### config.mk
export PLATFORM = sky130hd
export DESIGN_NAME = pattern_sequencer_flat
export DESIGN_NICKNAME = d
export VERILOG_FILES = /design/src/rtl/pattern_sequencer_pkg.sv /design/src/rtl/pattern_sequencer_if.sv /design/src/rtl/pattern_sequencer_frame_counter.sv /design/src/rtl/pattern_sequencer.sv /design/src/flat_wrapper.sv
export SDC_FILE = /design/constraint.sdc
export NUM_CORES = 1
export LEC_CHECK = 0
export BUFFER_PORTS_ARGS = -buffer_cell sky130_fd_sc_hd__buf_4
export CAP_MARGIN = 20
export CORE_MARGIN = 3
export CORE_UTILIZATION = 59
export CTS_CLUSTER_DIAMETER = 80
export DETAILED_ROUTE_END_ITERATION = 6
export GPL_ROUTABILITY_DRIVEN = 0
export GPL_TIMING_DRIVEN = 0
export HOLD_SLACK_MARGIN = 0.06
export PLACE_DENSITY = 0.78
export REMOVE_ABC_BUFFERS = 1
export SETUP_SLACK_MARGIN = 0.05
export SLEW_MARGIN = 10
export SYNTH_ARGS = -nofsm -noshare
export SYNTH_HDL_FRONTEND = slang
export SYNTH_SLANG_ARGS = --single-unit
### constraint.sdc
create_clock -name i_clk -period 2.7 [get_ports i_clk]
set_input_delay 0.27 -clock i_clk [delete_from_list [all_inputs] [get_ports i_clk]]
set_output_delay 0.27 -clock i_clk [all_outputs]
set_load 0.005 [all_outputs]
### src/rtl/pattern_sequencer_pkg.sv
// Shared video definitions: pattern index width, sequencer state encodings
// and the wrap-around step helper used by the sequencer and pattern generator.
package pattern_sequencer_pkg;

  localparam int PATTERN_W   = 4;
  localparam int FRAME_CNT_W = 16;

  typedef logic [PATTERN_W-1:0] pattern_t;

  // state    | meaning
  // ST_SHOW  | pattern displayed, manual/auto requests accepted
  // ST_PEND  | manual change held until the next frame strobe
  // ST_BLANK | output forced black for the configured number of frames
  typedef enum logic [1:0] {
    ST_SHOW  = 2'd0,
    ST_PEND  = 2'd1,
    ST_BLANK = 2'd2
  } seq_state_t;

  typedef enum logic {
    DIR_PREV = 1'b0,
    DIR_NEXT = 1'b1
  } step_dir_t;

  function automatic pattern_t step_pattern(input pattern_t cur, input step_dir_t dir,
                                            input pattern_t lo, input pattern_t hi);
    pattern_t res;
    res = cur;
    if (dir == DIR_NEXT) begin
      if (cur >= hi) res = lo;
      else           res = cur + pattern_t'(1);
    end else begin
      if (cur <= lo) res = hi;
      else           res = cur - pattern_t'(1);
    end
    return res;
  endfunction

endpackage

### src/rtl/pattern_sequencer_if.sv
// Control/status bundle between the front-panel logic and the pattern sequencer.
interface pattern_sequencer_if;
  import pattern_sequencer_pkg::*;

  logic     i_frame_strobe;
  logic     i_next;
  logic     i_prev;
  logic     i_mode;
  pattern_t o_pattern;
  logic     o_blank;
  logic     o_auto;
  logic     o_changed;

  modport master (
    output i_frame_strobe, i_next, i_prev, i_mode,
    input  o_pattern, o_blank, o_auto, o_changed
  );

  modport slave (
    input  i_frame_strobe, i_next, i_prev, i_mode,
    output o_pattern, o_blank, o_auto, o_changed
  );

endinterface

### src/rtl/pattern_sequencer_frame_counter.sv
// Strobe-driven down-counter; o_tc flags that the next enabled strobe is the
// TERMINAL-th one, after which the count reloads by itself.
module frame_counter #(
  parameter int WIDTH    = 16,
  parameter int TERMINAL = 1
) (
  input  logic i_clk,
  input  logic i_rst,
  input  logic i_clear,
  input  logic i_enable,
  output logic o_tc
);

  localparam logic [WIDTH-1:0] LP_LOAD = WIDTH'(TERMINAL);
  localparam logic [WIDTH-1:0] LP_ONE  = WIDTH'(1);

  logic [WIDTH-1:0] r_remaining;

  always_ff @(posedge i_clk) begin
    if (i_rst || i_clear) begin
      r_remaining <= LP_LOAD;
    end else if (i_enable) begin
      if (r_remaining <= LP_ONE) r_remaining <= LP_LOAD;
      else                       r_remaining <= r_remaining - LP_ONE;
    end
  end

  assign o_tc = (r_remaining == LP_ONE);

endmodule

### src/rtl/pattern_sequencer.sv
// Test-pattern sequencer: manual next/prev stepping aligned to frame strobes,
// optional auto-advance after a dwell time, and black blanking after each change.
module pattern_sequencer #(
  parameter int MIN_PATTERN   = 1,
  parameter int MAX_PATTERN   = 8,
  parameter int RESET_PATTERN = 1,
  parameter int DWELL_FRAMES  = 120,
  parameter int BLANK_FRAMES  = 2
) (
  input logic               i_clk,
  input logic               i_rst,
  pattern_sequencer_if.slave bus
);
  import pattern_sequencer_pkg::*;

  localparam pattern_t LP_MIN      = pattern_t'(MIN_PATTERN);
  localparam pattern_t LP_MAX      = pattern_t'(MAX_PATTERN);
  localparam pattern_t LP_RESET    = pattern_t'(RESET_PATTERN);
  localparam int       LP_DWELL_TC = (DWELL_FRAMES > 0) ? DWELL_FRAMES : 1;
  localparam int       LP_BLANK_TC = (BLANK_FRAMES > 0) ? BLANK_FRAMES : 1;
  localparam bit       LP_BLANKING = (BLANK_FRAMES > 0);

  seq_state_t r_state, w_state_next;
  step_dir_t  r_dir, w_dir_next;
  pattern_t   r_pattern;
  logic       r_blank;
  logic       r_auto;
  logic       r_changed;

  logic       w_strobe;
  logic       w_req_next;
  logic       w_req_prev;
  logic       w_req;
  step_dir_t  w_req_dir;
  logic       w_step;
  step_dir_t  w_step_dir;
  logic       w_dwell_tc;
  logic       w_dwell_clear;
  logic       w_dwell_en;
  logic       w_blank_tc;
  logic       w_blank_clear;
  logic       w_blank_en;

  // Simultaneous next and prev cancel each other out.
  assign w_strobe   = bus.i_frame_strobe;
  assign w_req_next = bus.i_next & ~bus.i_prev;
  assign w_req_prev = bus.i_prev & ~bus.i_next;
  assign w_req      = w_req_next | w_req_prev;
  assign w_req_dir  = w_req_next ? DIR_NEXT : DIR_PREV;

  always_ff @(posedge i_clk) begin
    if (i_rst) begin
      r_state <= ST_SHOW;
      r_dir   <= DIR_NEXT;
    end else begin
      r_state <= w_state_next;
      r_dir   <= w_dir_next;
    end
  end

  always_comb begin
    w_state_next = r_state;
    w_dir_next   = r_dir;
    w_step       = 1'b0;
    w_step_dir   = DIR_NEXT;
    case (r_state)
      ST_SHOW: begin
        // A manual request on a dwell-expiry strobe takes precedence.
        if (w_req) begin
          if (w_strobe) begin
            w_step     = 1'b1;
            w_step_dir = w_req_dir;
          end else begin
            w_state_next = ST_PEND;
            w_dir_next   = w_req_dir;
          end
        end else if (w_strobe && r_auto && w_dwell_tc) begin
          w_step     = 1'b1;
          w_step_dir = DIR_NEXT;
        end
      end
      ST_PEND: begin
        if (w_req && (w_req_dir != r_dir)) begin
          w_state_next = ST_SHOW;
        end else if (w_strobe) begin
          w_step     = 1'b1;
          w_step_dir = r_dir;
        end
      end
      ST_BLANK: begin
        if (w_strobe && w_blank_tc) w_state_next = ST_SHOW;
      end
      default: w_state_next = ST_SHOW;
    endcase
    if (w_step) w_state_next = LP_BLANKING ? ST_BLANK : ST_SHOW;
  end

  assign w_dwell_clear = bus.i_mode | w_step;
  assign w_dwell_en    = w_strobe & r_auto & (r_state == ST_SHOW);
  assign w_blank_clear = w_step;
  assign w_blank_en    = w_strobe & (r_state == ST_BLANK);

  frame_counter #(
    .WIDTH    (FRAME_CNT_W),
    .TERMINAL (LP_DWELL_TC)
  ) u_dwell_counter (
    .i_clk    (i_clk),
    .i_rst    (i_rst),
    .i_clear  (w_dwell_clear),
    .i_enable (w_dwell_en),
    .o_tc     (w_dwell_tc)
  );

  frame_counter #(
    .WIDTH    (FRAME_CNT_W),
    .TERMINAL (LP_BLANK_TC)
  ) u_blank_counter (
    .i_clk    (i_clk),
    .i_rst    (i_rst),
    .i_clear  (w_blank_clear),
    .i_enable (w_blank_en),
    .o_tc     (w_blank_tc)
  );

  always_ff @(posedge i_clk) begin
    if (i_rst) begin
      r_pattern <= LP_RESET;
      r_blank   <= 1'b0;
      r_auto    <= 1'b0;
      r_changed <= 1'b0;
    end else begin
      if (w_step) r_pattern <= step_pattern(r_pattern, w_step_dir, LP_MIN, LP_MAX);
      r_blank   <= (w_state_next == ST_BLANK);
      r_changed <= w_step;
      if (bus.i_mode) r_auto <= ~r_auto;
    end
  end

  assign bus.o_pattern = r_pattern;
  assign bus.o_blank   = r_blank;
  assign bus.o_auto    = r_auto;
  assign bus.o_changed = r_changed;

endmodule

### src/flat_wrapper.sv
// flat-port wrapper written by rule: the top's interface ports become plain ports
module pattern_sequencer_flat import pattern_sequencer_pkg::*;
#(
  parameter int MIN_PATTERN   = 1,
  parameter int MAX_PATTERN   = 8,
  parameter int RESET_PATTERN = 1,
  parameter int DWELL_FRAMES  = 120,
  parameter int BLANK_FRAMES  = 2
)
  (i_clk, i_rst, bus_i_frame_strobe, bus_i_next, bus_i_prev, bus_i_mode, bus_o_pattern, bus_o_blank, bus_o_auto, bus_o_changed);
  pattern_sequencer_if bus_i ();
  input logic i_clk;
  input logic i_rst;
  input wire logic [$bits(bus_i.i_frame_strobe)-1:0] bus_i_frame_strobe;
  input wire logic [$bits(bus_i.i_next)-1:0] bus_i_next;
  input wire logic [$bits(bus_i.i_prev)-1:0] bus_i_prev;
  input wire logic [$bits(bus_i.i_mode)-1:0] bus_i_mode;
  output wire logic [$bits(bus_i.o_pattern)-1:0] bus_o_pattern;
  output wire logic [$bits(bus_i.o_blank)-1:0] bus_o_blank;
  output wire logic [$bits(bus_i.o_auto)-1:0] bus_o_auto;
  output wire logic [$bits(bus_i.o_changed)-1:0] bus_o_changed;
  assign bus_i.i_frame_strobe = bus_i_frame_strobe;
  assign bus_i.i_next = bus_i_next;
  assign bus_i.i_prev = bus_i_prev;
  assign bus_i.i_mode = bus_i_mode;
  assign bus_o_pattern = bus_i.o_pattern;
  assign bus_o_blank = bus_i.o_blank;
  assign bus_o_auto = bus_i.o_auto;
  assign bus_o_changed = bus_i.o_changed;
  pattern_sequencer #(.MIN_PATTERN(MIN_PATTERN), .MAX_PATTERN(MAX_PATTERN), .RESET_PATTERN(RESET_PATTERN), .DWELL_FRAMES(DWELL_FRAMES), .BLANK_FRAMES(BLANK_FRAMES)) u_core (.i_clk(i_clk), .i_rst(i_rst), .bus(bus_i));
endmodule
==> metrics list <==
- Number of unique standard cell types used by synthesis: 39
* Cell type with the largest total area after synthesis: sky130_fd_sc_hd__dfxtp_1
* Most used DFF post-synth: sky130_fd_sc_hd__dfxtp_1
- Of the total power, the share spent switching nets is 26.7%.
- Final critical-path setup slack: 287 ps
- Max Cap Violations: 0
- Count of nets left with antenna violations after detail routing: 0
- Cell count of the worst reg-to-reg path: 5
* Adder and majority gate portion of the synthesized area: 4.74%
- For this run, the post-layout net count is 270.
- Most frequent cells after synthesis: sky130_fd_sc_hd__nor2_1 (43), sky130_fd_sc_hd__dfxtp_1 (42), sky130_fd_sc_hd__xnor2_1 (23), sky130_fd_sc_hd__inv_1 (13), sky130_fd_sc_hd__nor4_1 (12)
* Post-CTS Repair Setup Buffers: 0
- Buffers from clock root to sink, at most: 2
- The Yosys step of the flow raised 0 warnings.
- Tightest Pin Transition: 697 ps
* Average detailed-routed wire length per instance: 11.5 µm
* Starting Density: 62.3%
- By area, the combinational part of the netlist is dominated by simple AND/OR/NAND/NOR gates.
- Maximum number of pins on one net before global-route repair: 17
- For this run, the number of standard cells in the final layout without fillers is 303.
* Clock transition time at the flip-flop clock pins of the worst setup and hold paths: 110 ps
* Nature of the critical path endpoint: flop
* Inserted Diodes: 0
* Via Count: 1606
- In this run, synthesis inferred 0 flip-flops with an integrated enable.
* IR Drop Worst-Case VDD: 245 µV
- Share of the synthesized area in the top cell type: 39.8%
* DRT Pass-1 Iters: 4
- Cell with the most instances after synthesis: sky130_fd_sc_hd__nor2_1
- The synthesized netlist devotes 28.0% of its cell area to simple gates.
- Startpoint class of the critical path: flop
* Outcome: finished clean
* Slew Viols, Final: 0
- The floorplan step defined a core boundary enclosing 3390 µm².
* Total grt overflow: 0
- In the global route stage, overall resource usage came out at 17.8%.
- Clock network fraction of design power: 27.3%
- Clock tree synthesis inserted a total of 5 buffers.
- The final number of hold-violating endpoints came to 0.
- Of the total power, registers draw 57.6%.
- The die covers 4330 µm².
* Leading cell types by total area after synthesis: sky130_fd_sc_hd__dfxtp_1 (40%), sky130_fd_sc_hd__xnor2_1 (9.5%), sky130_fd_sc_hd__nor2_1 (7.6%)
- Sequential-to-total area share from yosys stat: 39.8%
- Site row count: 21
* Worst min-delay path class: in2reg
* Maximum level of the CTS H-tree: 2
- Fin Setup TNS: 0 ps
- Worst Path Max Fanout: 16
- Subtracting the final worst setup slack from the clock period gives 2410 ps.
* Via density per instance: 5.30
- At the placement stage, the worst setup path has a slack of 47.7 ps.
- Detailed placement finished with a half-perimeter wire length of 2500 µm.
* Internal Power: 847 µW
- Number of antenna violations at the first check in global routing: 0
* End-of-flow core utilization: 66.7%
- Of the cells placed in the final design, the portion with a size suffix greater than 1 is 11.3%.
- Part of the power in combinational logic: 15.1%
* Worst clock skew: 15.0 ps
- Total Routed Length: 3470 µm
- The first global-routing pass estimated 5870 µm of wire.
- Mapped Avg Cell Area: 8.58 µm²
- Clock tree synthesis found a total of 42 sinks.
- For the worst setup path, the data arrival time is 2650 ps.
- Switch Pwr: 309 µW
* RSZ-0062 raised after global routing: false
* CP required: 2940 ps
- Setup violations remaining at the end of the flow were counted as 0.
* Count of mapped cells out of synthesis: 246
- CTS tree: yes
- Static power due to leakage: 0.000853 µW
- Share of synthesized registers carrying an async set or reset: 0%
* Complex-gate fraction of the synthesized area: 8.77%
- Clk Latency, worst-skew pair: 350 ps
- WHS Path Cells: 2
* Remaining design rule violation count: 0
- Syn Std Cell Area: 2110 µm²
- Number of register bits inferred by synthesis: 42
- Derived from the worst setup path, the maximum achievable clock frequency is 414 MHz.
* Power per cell area: 511 nW/µm²
- Count of input and output buffers: 12
* Width of the die: 65.8 µm
- In this run the tightest slew margin relative to its limit is 53.5%.
- The die is 65.8 µm tall.
- Counting tap cells, the placed design contains a total of 294 instances.
- Area delta synth->final: 7.11%
- Post-synthesis xor/xnor area fraction: 12.4%
- Of the available clock period, the critical path in the final layout requires 89.4%.
- The via count of the first global-routing pass was 1372.
- Initial detailed-routing violation count: 89
- After synthesis, the share of cell area in mux cells is 0.474%.
* Num ports: 13
* Category of the critical setup timing path: reg2reg
- The root buffer cell chosen for the clock tree is sky130_fd_sc_hd__clkbuf_4.
## critical path: stages (launching register included)
cell and delay (ps):
sky130_fd_sc_hd__dfxtp_1 370, sky130_fd_sc_hd__or4_4 580, sky130_fd_sc_hd__or4_4 520, sky130_fd_sc_hd__o21ai_2 450, sky130_fd_sc_hd__or3_4 330, sky130_fd_sc_hd__nor2_1 70
## cell usage in the layout, fill, tap and decap left out, types with 2 or more instances in the layout
master and count:
sky130_fd_sc_hd__nor2b_1 3, sky130_fd_sc_hd__xnor2_1 23, sky130_fd_sc_hd__clkbuf_4 5, sky130_fd_sc_hd__o21ai_0 6, sky130_fd_sc_hd__nor3b_1 2, sky130_fd_sc_hd__nand3b_1 2, sky130_fd_sc_hd__inv_1 13, sky130_fd_sc_hd__nor2_1 43
sky130_fd_sc_hd__nand4_1 5, sky130_fd_sc_hd__nor4_1 12, sky130_fd_sc_hd__buf_4 12, sky130_fd_sc_hd__dfxtp_1 42, sky130_fd_sc_hd__a211oi_2 2, sky130_fd_sc_hd__o2111ai_1 2, sky130_fd_sc_hd__nand3_1 4, sky130_fd_sc_hd__or4_4 3
sky130_fd_sc_hd__or3_1 3, sky130_fd_sc_hd__a21oi_1 9, sky130_fd_sc_hd__ha_1 8, sky130_fd_sc_hd__nand2_1 11, sky130_fd_sc_hd__nor3_1 10, sky130_fd_sc_hd__a211oi_1 2, sky130_fd_sc_hd__or2_2 2, sky130_fd_sc_hd__nand2b_1 7
sky130_fd_sc_hd__xor2_1 7, sky130_fd_sc_hd__a31oi_1 2
## through the flow
| step | hold slack (ps) | total power [µW] | instance area (µm²) |
|---|---|---|---|
| 2_1_floorplan | 335 | 797 | 2040 |
| 3_3_place_gp | 477 | 847 | 2190 |
| 3_5_place_dp | 485 | 851 | 2190 |
| 4_1_cts | 137 | 1170 | 2260 |
| 5_1_grt | 132 | 1230 | 2260 |
| 6_report | 152 | 1160 | 2260 |
## power groups by stage
stage | clock [µW] | sequential [µW] | combinational [µW]
after floorplan | 0 | 675 | 122
after global placement | 0 | 679 | 169
after detailed placement | 0 | 680 | 172
after CTS | 331 | 666 | 175
after global routing | 359 | 670 | 198
final | 316 | 666 | 174
## registers in the layout, indices dropped and copies added (netlist names)
signal / flops
u_core.bus.o_pattern: 4
u_core.bus.o_auto: 1
u_core.u_blank_counter.r_remaining: 16
u_core.r_state: 2
u_core.bus.o_changed: 1
u_core.r_dir: 1
u_core.bus.o_blank: 1
u_core.u_dwell_counter.r_remaining: 16
## layer usage
layer  track usage [%]  share of wire [%]
met1              23.9                 52
met4              11.4                1.4
met5                 0                  0
met3              4.08                3.4
met2              25.3                 43
## cell families after synthesis
family                     Yosys count
buffers and inverters               23
and+or+nand+nor                    114
DFF                                 42
xor gates and xnor gates            30
muxes                                1
adders and majority gates            8
AOI/OAI and AO/OA                   28
## final cells by class
type | instances | area [µm²]
Timing Repair Buffer | 13 | 95.1
Clock buffer | 7 | 55.1
Multi-Input combinational cell | 181 | 1160
Inverter | 13 | 48.8
Fill cell | 290 | 1130
Sequential cell | 42 | 841
Clock inverter | 1 | 5.00
Tap cell | 46 | 57.6
## worst paths after layout
check | from | endpoint | slack (ps)
setup / recovery | u_core.u_dwell_counter.r_remaining[8] | u_core.u_blank_counter.r_remaining[6] | 290
hold / removal | i_rst | u_core.bus.o_pattern[1] | 150
setup reg to reg | u_core.u_dwell_counter.r_remaining[8] | u_core.u_blank_counter.r_remaining[6] | 290
hold reg to reg | u_core.u_blank_counter.r_remaining[0] | u_core.u_blank_counter.r_remaining[0] | 500
## repair_timing
action                     CTS  global route
resized for setup            2             0
hold buffers                 0             0
setup endpoints to repair   10             0
Power figures use the tool's default switching activity.
